--- src/rtl/game_timer_pkg.sv ---
// Shared encodings and BCD helpers for the game round countdown timer.
package game_timer_pkg;

    typedef enum logic [1:0] {
        ST_IDLE   = 2'd0,
        ST_RUN    = 2'd1,
        ST_PAUSED = 2'd2,
        ST_DONE   = 2'd3
    } state_t;

    typedef struct packed {
        logic [3:0] tens;
        logic [3:0] ones;
    } bcd2_t;

    localparam logic [3:0] BCD_ZERO = 4'd0;
    localparam logic [3:0] BCD_NINE = 4'd9;
    localparam bcd2_t      BCD_ONE  = {4'd0, 4'd1};

    // Callers keep value within 0..99.
    function automatic bcd2_t to_bcd(input int unsigned value);
        bcd2_t r;
        r.tens = 4'(value / 10);
        r.ones = 4'(value % 10);
        return r;
    endfunction

    function automatic int unsigned from_bcd(input bcd2_t d);
        return (int'(d.tens) * 10) + int'(d.ones);
    endfunction

    localparam int unsigned ROUND_SECONDS_DEFAULT = 60;
    localparam bcd2_t       ROUND_BCD_DEFAULT     = to_bcd(ROUND_SECONDS_DEFAULT);

endpackage

--- src/rtl/timer_tick_gen.sv ---
// One-second divider: free-runs down while enabled, emits Tick when it reaches
// zero and reloads; Clear forces a fresh CLOCK_FREQUENCY-cycle interval.
module timer_tick_gen #(
    parameter int unsigned CLOCK_FREQUENCY = 50000000
) (
    input  logic ClockIn,
    input  logic Resetn,
    input  logic Enable,
    input  logic Clear,
    output logic Tick
);

    localparam int unsigned CNT_W = (CLOCK_FREQUENCY > 1) ? $clog2(CLOCK_FREQUENCY) : 1;
    localparam logic [CNT_W-1:0] RELOAD = CNT_W'(CLOCK_FREQUENCY - 1);

    logic [CNT_W-1:0] count;

    assign Tick = Enable && (count == '0);

    always_ff @(posedge ClockIn or negedge Resetn) begin
        if (!Resetn) begin
            count <= RELOAD;
        end else if (Clear) begin
            count <= RELOAD;
        end else if (Enable) begin
            if (count == '0) begin
                count <= RELOAD;
            end else begin
                count <= count - 1'b1;
            end
        end
    end

endmodule

--- src/rtl/game_round_timer_ctrl.sv ---
// Round sequencer driving the two BCD countdown digits.
// Optional bonus-time adder enabled by defining TIMER_BONUS_EN.
module game_round_timer_ctrl
    import game_timer_pkg::*;
#(
    parameter int unsigned CLOCK_FREQUENCY = 50000000,
    parameter int unsigned ROUND_SECONDS   = 60,
    parameter int unsigned BONUS_SECONDS   = 5
) (
    input  logic       ClockIn,
    input  logic       Resetn,
    input  logic       Start,
    input  logic       Pause,
    input  logic       BonusReq,
    output logic [3:0] OnesValue,
    output logic [3:0] TensValue,
    output logic       RoundActive,
    output logic       TimeUp,
    output logic [1:0] State
);

    localparam bcd2_t ROUND_BCD = to_bcd(ROUND_SECONDS);

    state_t state, state_next;
    bcd2_t  digits, digits_next;
    logic   time_up_next;
    logic   active_next;
    logic   in_round;
    logic   div_enable;
    logic   tick;
    bcd2_t  bonus_digits;
    logic   bonus_hit;

    function automatic bcd2_t sat99(input int unsigned value);
        return to_bcd((value > 99) ? 99 : value);
    endfunction

    function automatic bcd2_t bcd_dec(input bcd2_t d);
        bcd2_t r;
        r = d;
        if (d.tens == BCD_ZERO && d.ones == BCD_ZERO) begin
            r = d;
        end else if (d.ones == BCD_ZERO) begin
            r.ones = BCD_NINE;
            r.tens = d.tens - 4'd1;
        end else begin
            r.ones = d.ones - 4'd1;
        end
        return r;
    endfunction

    assign in_round = (state == ST_RUN) || (state == ST_PAUSED);
    // Dropping Pause lets the divider advance on that same edge, so a count
    // frozen at zero ticks on the resume cycle.
    assign div_enable = in_round && !Pause && !Start;

    timer_tick_gen #(
        .CLOCK_FREQUENCY(CLOCK_FREQUENCY)
    ) u_tick_gen (
        .ClockIn(ClockIn),
        .Resetn (Resetn),
        .Enable (div_enable),
        .Clear  (Start),
        .Tick   (tick)
    );

`ifdef TIMER_BONUS_EN
    int unsigned bonus_sum;

    always_comb begin
        bonus_sum = from_bcd(digits) + BONUS_SECONDS;
        if (tick) begin
            bonus_sum = bonus_sum - 1;
        end
        bonus_digits = sat99(bonus_sum);
    end

    assign bonus_hit = BonusReq;
`else
    logic unused_bonus;

    assign bonus_digits = '0;
    assign bonus_hit    = 1'b0;
    assign unused_bonus = BonusReq | (BONUS_SECONDS > 32'd99);
`endif

    always_comb begin
        state_next   = state;
        digits_next  = digits;
        time_up_next = 1'b0;
        if (Start) begin
            state_next  = ST_RUN;
            digits_next = ROUND_BCD;
        end else if (in_round) begin
            state_next = Pause ? ST_PAUSED : ST_RUN;
            // A bonus absorbs a coincident tick, so it can never expire the round.
            if (bonus_hit) begin
                digits_next = bonus_digits;
            end else if (tick) begin
                if (digits == BCD_ONE) begin
                    digits_next  = '0;
                    state_next   = ST_DONE;
                    time_up_next = 1'b1;
                end else begin
                    digits_next = bcd_dec(digits);
                end
            end
        end
        active_next = (state_next == ST_RUN) || (state_next == ST_PAUSED);
    end

    always_ff @(posedge ClockIn or negedge Resetn) begin
        if (!Resetn) begin
            state       <= ST_IDLE;
            digits      <= '0;
            TimeUp      <= 1'b0;
            RoundActive <= 1'b0;
        end else begin
            state       <= state_next;
            digits      <= digits_next;
            TimeUp      <= time_up_next;
            RoundActive <= active_next;
        end
    end

    assign OnesValue = digits.ones;
    assign TensValue = digits.tens;
    assign State     = state;

endmodule

--- config.mk ---
export PLATFORM = sky130hd
export DESIGN_NAME = game_round_timer_ctrl
export DESIGN_NICKNAME = d
export VERILOG_FILES = /design/src/rtl/game_timer_pkg.sv /design/src/rtl/timer_tick_gen.sv /design/src/rtl/game_round_timer_ctrl.sv
export SDC_FILE = /design/constraint.sdc
export NUM_CORES = 1
export LEC_CHECK = 0
export BUFFER_PORTS_ARGS = -buffer_cell sky130_fd_sc_hd__buf_2
export CAP_MARGIN = 20
export CORE_MARGIN = 2
export CORE_UTILIZATION = 32
export DETAILED_ROUTE_END_ITERATION = 10
export PLACE_DENSITY_LB_ADDON = 0.1
export SETUP_SLACK_MARGIN = 0.15
export SYNTH_ARGS = -nofsm -noshare
export SYNTH_HDL_FRONTEND = slang
export SYNTH_HIERARCHICAL = 1
export SYNTH_SLANG_ARGS = --single-unit
--- constraint.sdc ---
create_clock -name ClockIn -period 4.4 [get_ports ClockIn]
set_clock_uncertainty 0.1 [all_clocks]
set_input_delay 0.22 -clock ClockIn [delete_from_list [all_inputs] [get_ports ClockIn]]
set_output_delay 0.22 -clock ClockIn [all_outputs]
set_load 0.01 [all_outputs]
# After elaboration in Yosys (flattened, before gate mapping)
# Cells that the tools add are included.
# totals
word_cells	51
reg_bits	38
inputBits	5
# op_classes
n_eq_ne	6
n_reduce_logical	17
n_addsub	3
mux	19
# ops
op	count
two-way mux 26 bit	3
two-way mux 8 bit	5
logical NOT 26 bit	1
subtractor 26 x 1 -> 26 bit, second input constant	1
two-way mux 2 bit	5
== test 8 x 1 -> 1 bit, second input constant	1
logical NOT 4 bit	2
two-way mux 4 bit	2
subtractor 4 x 1 -> 4 bit, second input constant	2
nonzero test 2 bit	3
== test 2 x 1 -> 1 bit, second input constant	2
== test 2 bit, second input constant	2
logical AND 1 bit	4
two-way mux 1 bit	4
AND reduction 4 bit	1
inequality test 3 bit, second input constant	1
AND reduction 3 bit	1
nonzero test 3 bit	1
logical NOT 1 bit	2
logical OR 1 bit	2

# Longest topological paths before layout
# Gate-level depths: netlist (run 1).
# depth
word_depth	10
depth_mapped	9

# Modules after synthesis
# The synthesis (run 1) kept the hierarchy.
# by_module_without_submodules
module	cells_per_inst	seq_area_each_um2	n_inst	area_each_um2
timer_tick_gen	157	673.1	1	1503.9
game_round_timer_ctrl	80	300.3	1	726.9

# Worst setup path after synthesis (run 1)
# OpenSTA, ideal clock, no wires.
# synth_timing
path_type	reg2reg
from	register u_tick_gen.count[0]
to	register digits (netlist bit TensValue[1])
t_required_ps	4161
arrival_time_ps	2998
path_buffers	1
path_stages_with_launch	10
synth_period_minus_slack_ps	3236
setup_time_ps	139
setup_slack_ps	1164
cell_sequence	dfstp_2 > inv_1 > ha_1 > or4b_1 > clkbuf_1 > or4_1 > nor4_1 > nor4b_2 > a21oi_1 > or4_1
# synth_between
elab_chain_len	4
# synth_rtl
element	line	text
start, declared	timer_tick_gen.sv:16	logic [CNT_W-1:0] count;
start signal, assigned	timer_tick_gen.sv:29	count <= count - 1'b1;
logical NOT 26 bit	timer_tick_gen.sv:18	assign Tick = Enable && (count == '0);
logical AND 1 bit	timer_tick_gen.sv:18	
named net tick	game_round_timer_ctrl.sv:30	logic tick;
nonzero test 2 bit (no line)	-	
AND reduction 4 bit (no line)	-	
end signal, assigned	game_round_timer_ctrl.sv:120	digits <= digits_next;
end, declared	game_round_timer_ctrl.sv:25	bcd2_t digits, digits_next;
# The timed path passes the listed nets, and every way through them passes these cells.
# A chain may end at the register's enable or synchronous reset.

# Final worst setup path (run 1)
# Ends and elaborated chain as after synthesis.

==> summary.md, run 1 <==
| Metric | Value |
|---|---|
| Post_cts resized | 0 |
| Worst vdd ir | 0.000130 V |
| Iteration-0 DRC Markers | 77 |
| Status | finished, final reports clean |
| Cell variety after synth | 45 |
| EDFF count, synth | 0 |
| F_max | 300 MHz |
| Setup CP Type | flop to flop |
| DR pass1 iterations | 4 |
| Clk root buf | clkbuf_8 |
| Die Y | 87.5 µm |
| Final min period | 3.33 ns |
| Worst EP required | 4.46 ns |
| Crit path largest cell delay | 0.59 ns |
| Antenna violations before repair | 0 |
| CTS tree | built |
| Syn Nets | 244 |
| CP endpoint kind | flop |
| CP Cell Sequence | inv_1, ha_1, or4b_1, or4_1, nor4_1, buf_4, nor4b_2, a21oi_1, or4_1 |
| Routed vias | 1,861 |
| Routability Congestion | 0.750 |
| Clock Latency Late Sink | 0.29 ns |
| Most frequent cells in the layout | dfrtp_1, or4_1, dfstp_2, a21oi_1, buf_2 |
| Pin count of the biggest net entering global routing | 39 |
| Post-Syn Instances | 237 |
| Share of layout cells above drive strength 1 | 0.225 |
| Final setup viols | 0 |
| Htree depth | 2 |
| Core area | 6760 µm² |
| TritonCTS buffer count | 5 |
| Antenna Cells | 0 |
| Syn Area/Cell | 9.41 µm² |
| Routed length per instance | 15.9 µm |
| Crit share post-route | 0.756 |
| GRT Total Usage | 0.155 |
| Dpl cell area | 2370 µm² |
| Worst slew pin tran | 0.889 ns |
| Leakage power | 0.863 nW |
| Startpoint types | flop |
| Synth Flop Type | dfrtp_1 |
| CP dominant cell by count | or4_1 |
| Final Hold Viols | 0 |
| Final instance area | 2480 µm² |
| Met1 global-route usage | 0.235 |
| Max transition margin | 0.408 |
| Vias per inst | 5.59 |
| Max Slew Vio Count | 0 |
| Final net count | 259 |
| CTS Buffer Depth | 2 |
| Clock Sinks | 38 |
| GRT busiest layer | met1 |
| P per Cell Area | 265 nW/µm² |
| Commonest non-fill, non-tap cell in the layout | dfrtp_1 |
| Synth-to-Final Area Change | 11.0% |
| GRT met3 Usage | 0.0313 |
| Synth Register Bits | 38 |
| # rows | 30 |
| Mapped cell area | 2230 µm² |
| Die W | 87.5 µm |
| FFs w/ async S/R, synth | 1.00 |
| First-pass GRT wire length | 9260 µm |
| Critical Path Fanout Max | 7 |
| Die area | 7660 µm² |
| Vias in the first global route | 1,787 |
| Seq/Total Area, Yosys | 0.436 |
| IO Port Bufs | 15 |
| Initial Util | 0.330 |
| RSZ-0062 raised after global routing | false |
| Clock transition at the registers of the reported paths | 0.08 ns |
| HPWL Detailed | 3550 µm |
| M2 GR Usage | 0.221 |
| Drt drc | 0 |
| Slowest cell on crit path | or4b_1 |
| Arrival time of the worst setup path | 3.39 ns |
| Setup TNS | 0 ns |
| # IOs | 17 |
| Drt total wl | 5310 µm |
| Min-delay worst type | input pin to flop |
| Gr ovfl total | 0 |
| Warnings, synthesis | 6 |
| # fillers | 689 |
| # Max-Cap Violations | 0 |
| Antenna-violating nets left | 0 |
-- registers in the layout, summed over array words and instances, names as in the netlist --
register,cells
u_tick_gen/count,26
RoundActive,1
TensValue,4
State,2
TimeUp,1
OnesValue,4
-- through the flow --
step / util / std cells / hold WS, ns / power, mW / setup slack [ns]
after floorplan: - / 237 / -0.176 / 0.389 / 1.16
after CTS: 0.365 / 332 / 0.145 / 0.673 / 1.08
after global placement: 0.350 / 323 / 0.314 / 0.410 / 1.13
after detailed placement: 0.350 / 323 / 0.316 / 0.409 / 1.10
final: 0.366 / 333 / 0.164 / 0.656 / 1.07
after global routing: 0.366 / 333 / 0.171 / 0.690 / 0.816
-- cell usage after synthesis (all sizes together) (3+ instances only) --
cell / number / area, µm²
clkbuf: 6 / 22.5
dfrtp: 20 / 500
dfstp: 18 / 473
o31ai: 11 / 82.6
or3: 12 / 76.3
or2: 4 / 25.0
nand2: 10 / 37.5
nor3: 12 / 60.1
inv: 9 / 33.8
nor4: 6 / 50.0
buf: 5 / 31.3
a21oi: 17 / 85.1
o21ai: 10 / 50.1
o21bai: 3 / 22.5
xnor2: 6 / 52.6
nand2b: 6 / 37.5
or4: 21 / 169
nand3: 12 / 60.1
nor2: 10 / 37.5
xor2: 3 / 26.3
nand4: 10 / 62.6
-- path summary, 6_finish.rpt --
kind                                      start              endpoint  slack [ns]  depth (start not counted)
max                         u_tick_gen/count[0]          TensValue[1]        1.07                          9
min reg2reg                u_tick_gen/count[21]  u_tick_gen/count[21]        0.41                          2
max reg2reg                 u_tick_gen/count[0]          TensValue[1]        1.07                          9
min                                       Pause              State[1]        0.16                          3
max in group asynchronous                Resetn  u_tick_gen/count[11]        3.16                          2
min in group asynchronous                Resetn          TensValue[3]        0.49                          2
-- layout make-up --
cell class	count	area (µm²)	share of cell area
clock buffers	7	86.3	0.0349
clock inverters	1	5.00	0.00202
inverters	9	33.8	0.0136
multi-input cells	179	1170	0.472
flip-flops and latches	38	973	0.393
well taps	80	100	0.0404
repair buffers	19	108	0.0435
-- worst max-delay path, delay by kind of cell (launching register included) --
family | cells | cell delay, ns
AOI/OAI and AO/OA | 1 | 0.13
adders and majority gates | 1 | 0.17
buffers and inverters | 2 | 0.28
and+or+nand+nor | 5 | 2.14
DFF | 1 | 0.40
-- routing by layer --
| layer | wire, µm | part of all wire |
|---|---|---|
| met5 | 0 | 0 |
| met4 | 45 | 0.0085 |
| met3 | 176 | 0.033 |
| met2 | 2240 | 0.42 |
| met1 | 2850 | 0.54 |
-- what timing repair did --
item / in CTS / in global routing
hold endpoints to repair: 11 / 0
buffers inserted: 0 / 0
hold buffers: 1 / 0
-- cell families (layout without fill, tap and decap cells) --
kind of cell	count (synthesis)	count (layout)	synth area share
AO/OA/AOI/OAI	52	52	0.149
buffers and inverters	20	36	0.0393
AND/OR/NAND/NOR	114	114	0.320
adder cells (fa/ha/maj)	2	2	0.0112
multiplexers	2	2	0.00897
flip-flops	38	38	0.436
XOR/XNOR	9	9	0.0353
-- report_power, final --
part | internal, mW | switching (mW) | total (mW)
clock network | 0.127 | 0.126 | 0.252
registers | 0.354 | 0.00441 | 0.358
logic | 0.0129 | 0.0323 | 0.0452
No activity file was read; power rests on OpenSTA's default activity.
==> inputs of run 2 (changes only) <==
==> constraint.sdc (replaced) <==
create_clock -name ClockIn -period 2.8 [get_ports ClockIn]
set_clock_uncertainty 0.1 [all_clocks]
set_input_delay 0.14 -clock ClockIn [delete_from_list [all_inputs] [get_ports ClockIn]]
set_output_delay 0.14 -clock ClockIn [all_outputs]
set_load 0.01 [all_outputs]
==> summary.md, run 2 (same netlist as run 1, synthesis figures left out) <==
| Metric | Value |
|---|---|
| # rows | 30 |
| Arrival time of the worst setup path | 2.98 ns |
| Pin count of the biggest net entering global routing | 39 |
| Leakage power | 1.07 nW |
| Pint | 0.878 mW |
| Buf/Inv on CP | 1 |
| Iteration-0 DRC Markers | 42 |
| Drt drc | 0 |
| Slowest cell on crit path | or4b_1 |
| TritonCTS buffer count | 5 |
| Synth-to-Final Area Change | 29.6% |
| Vias in the first global route | 1,932 |
| Sw Pwr | 0.273 mW |
| Die area | 7660 µm² |
| # Max-Cap Violations | 0 |
| # IOs | 17 |
| Crit share post-route | 1.02 |
| First-pass GRT wire length | 9760 µm |
| Clk root buf | clkbuf_8 |
| Routed length per instance | 15.6 µm |
| Failing checks | setup timing |
| Max transition margin | 0.393 |
| Routed vias | 2,020 |
| Setup CP Type | flop to flop |
| Reg2Reg Depth | 8 |
| Crit path largest cell delay | 0.47 ns |
| Initial Util | 0.330 |
| Worst EP required | 2.92 ns |
| HPWL Detailed | 3900 µm |
| Max Slew Vio Count | 0 |
| Reg-to-reg slack, setup | -0.06 ns |
| Core area | 6760 µm² |
| R2r endpoint | OnesValue[3] |
| # fillers | 688 |
| Status | finished, violations left |
| F_max | 350 MHz |
| RSZ-0062 raised after global routing | true |
| Post-route worst setup slack | -0.0586 ns |
| Share of layout cells above drive strength 1 | 0.376 |
| CTS tree | built |
| Hold Path Origin | Pause |
| Hold endpoint | State[1] |
| Die W | 87.5 µm |
| Gr ovfl total | 0 |
| Final net count | 296 |
| Most flops, register | u_tick_gen/count |
| DR pass1 iterations | 4 |
| Antenna-violating nets left | 0 |
| Routability Congestion | 0.780 |
| Clock transition at the registers of the reported paths | 0.08 ns |
| Hold WS | 0.0909 ns |
| Final Hold Viols | 0 |
| Worst Setup SP | u_tick_gen/count[0] |
| Critical R2R Launch | u_tick_gen/count[0] |
| GRT Total Usage | 0.164 |
| Clk network pwr share | 0.434 |
| DP Cell Count | 355 |
| Filler-free cell count of the finished design | 370 |
| Min-delay worst type | input pin to flop |
| Critical path's top delay family | simple AND/OR/NAND/NOR gates |
| Drt total wl | 5760 µm |
| IO Port Bufs | 15 |
| Logic pwr share | 0.078 |
| Multi-input gate area | 1270 µm² |
| Clock Sinks | 38 |
| Worst slew pin tran | 0.911 ns |
| FF+latch area | 973 µm² |
| P per Cell Area | 398 nW/µm² |
| Final min period | 2.86 ns |
| Max reg flops | 26 |
| Antenna Cells | 0 |
| Clock Latency Late Sink | 0.30 ns |
| Die Y | 87.5 µm |
| Most frequent cells in the layout | buf_4, dfrtp_1, dfstp_2, a21oi_1, buf_2 |
| Sw Ratio | 0.237 |
| CTS Buffer Depth | 2 |
| Hold depth | 3 |
| Critical Path Fanout Max | 3 |
| Vias per inst | 5.46 |
| Worst vdd ir | 0.000256 V |
| CP Cell Sequence | inv_2, ha_4, or4b_4, or4_4, nor4_4, or4b_1, or4_1, a21oi_2 |
| Commonest non-fill, non-tap cell in the layout | buf_4 |
| Total Power | 1.15 mW |
| Startpoint types | flop |
| Htree depth | 2 |
| Antenna violations before repair | 0 |
| Part of the power in registers | 0.488 |
| Final setup viols | 1 |
| CP endpoint kind | flop |
-- run 2: worst min-delay path, delay by kind of cell --
kind | cells | cell delay [ns]
compound gates | 2 | 0.19
buf+inv | 1 | 0.12
-- run 2: how the worst max path moves through the flow --
stage	endpoint	slack (ns)	depth (start not counted)
3_3_place_gp	TensValue[1]	-0.05	6
3_5_place_dp	TensValue[1]	-0.08	6
6_report	OnesValue[3]	-0.06	8
5_1_grt	OnesValue[3]	-0.15	8
4_1_cts	OnesValue[3]	-0.06	8
2_1_floorplan	OnesValue[3]	-0.16	9
-- run 2: layout make-up --
| class | instances | area share |
|---|---|---|
| tap | 80 | 0.0346 |
| sequential | 38 | 0.337 |
| clock inverter | 1 | 0.0104 |
| multi-input combinational | 179 | 0.438 |
| timing repair buffer | 56 | 0.138 |
| inverter | 9 | 0.0117 |
| clock buffer | 7 | 0.0299 |
-- run 2: routing by layer --
layer	part of all wire	global-route usage	vias up
li1	-	-	1011
met1	0.51	0.227	985
met2	0.46	0.256	18
met3	0.019	0.0303	6
met4	0.014	0.0587	0
met5	0	0	-
-- run 2: repair_timing --
action                                  4_1_cts  5_1_grt
endpoints found under the setup margin        4       11
hold buffers                                  1        0
buffers inserted                              4        2
resized for setup                            10        9
pin swaps                                     4        6
hold endpoints to repair                     20        0
cloned                                        0        0
-- run 2: power by group through the flow --
stage | Clock [mW] | Sequential [mW] | Combinational, mW
final | 0.499 | 0.562 | 0.0899
after global routing | 0.535 | 0.563 | 0.0999
after CTS | 0.517 | 0.562 | 0.0887
after detailed placement | 0 | 0.571 | 0.0862
after global placement | 0 | 0.571 | 0.0858
after floorplan | 0 | 0.574 | 0.0388
-- run 2: per-stage QoR --
step	setup slack, ns	instance area [µm²]	setup TNS [ns]	util
finish	-0.0586	2890	-0.0586	0.428
global route	-0.147	2890	-0.432	0.428
CTS	-0.0611	2830	-0.0611	0.419
detailed placement	-0.0802	2640	-0.152	0.390
global placement	-0.0535	2640	-0.100	0.390
floorplan	-0.162	2260	-0.278	-
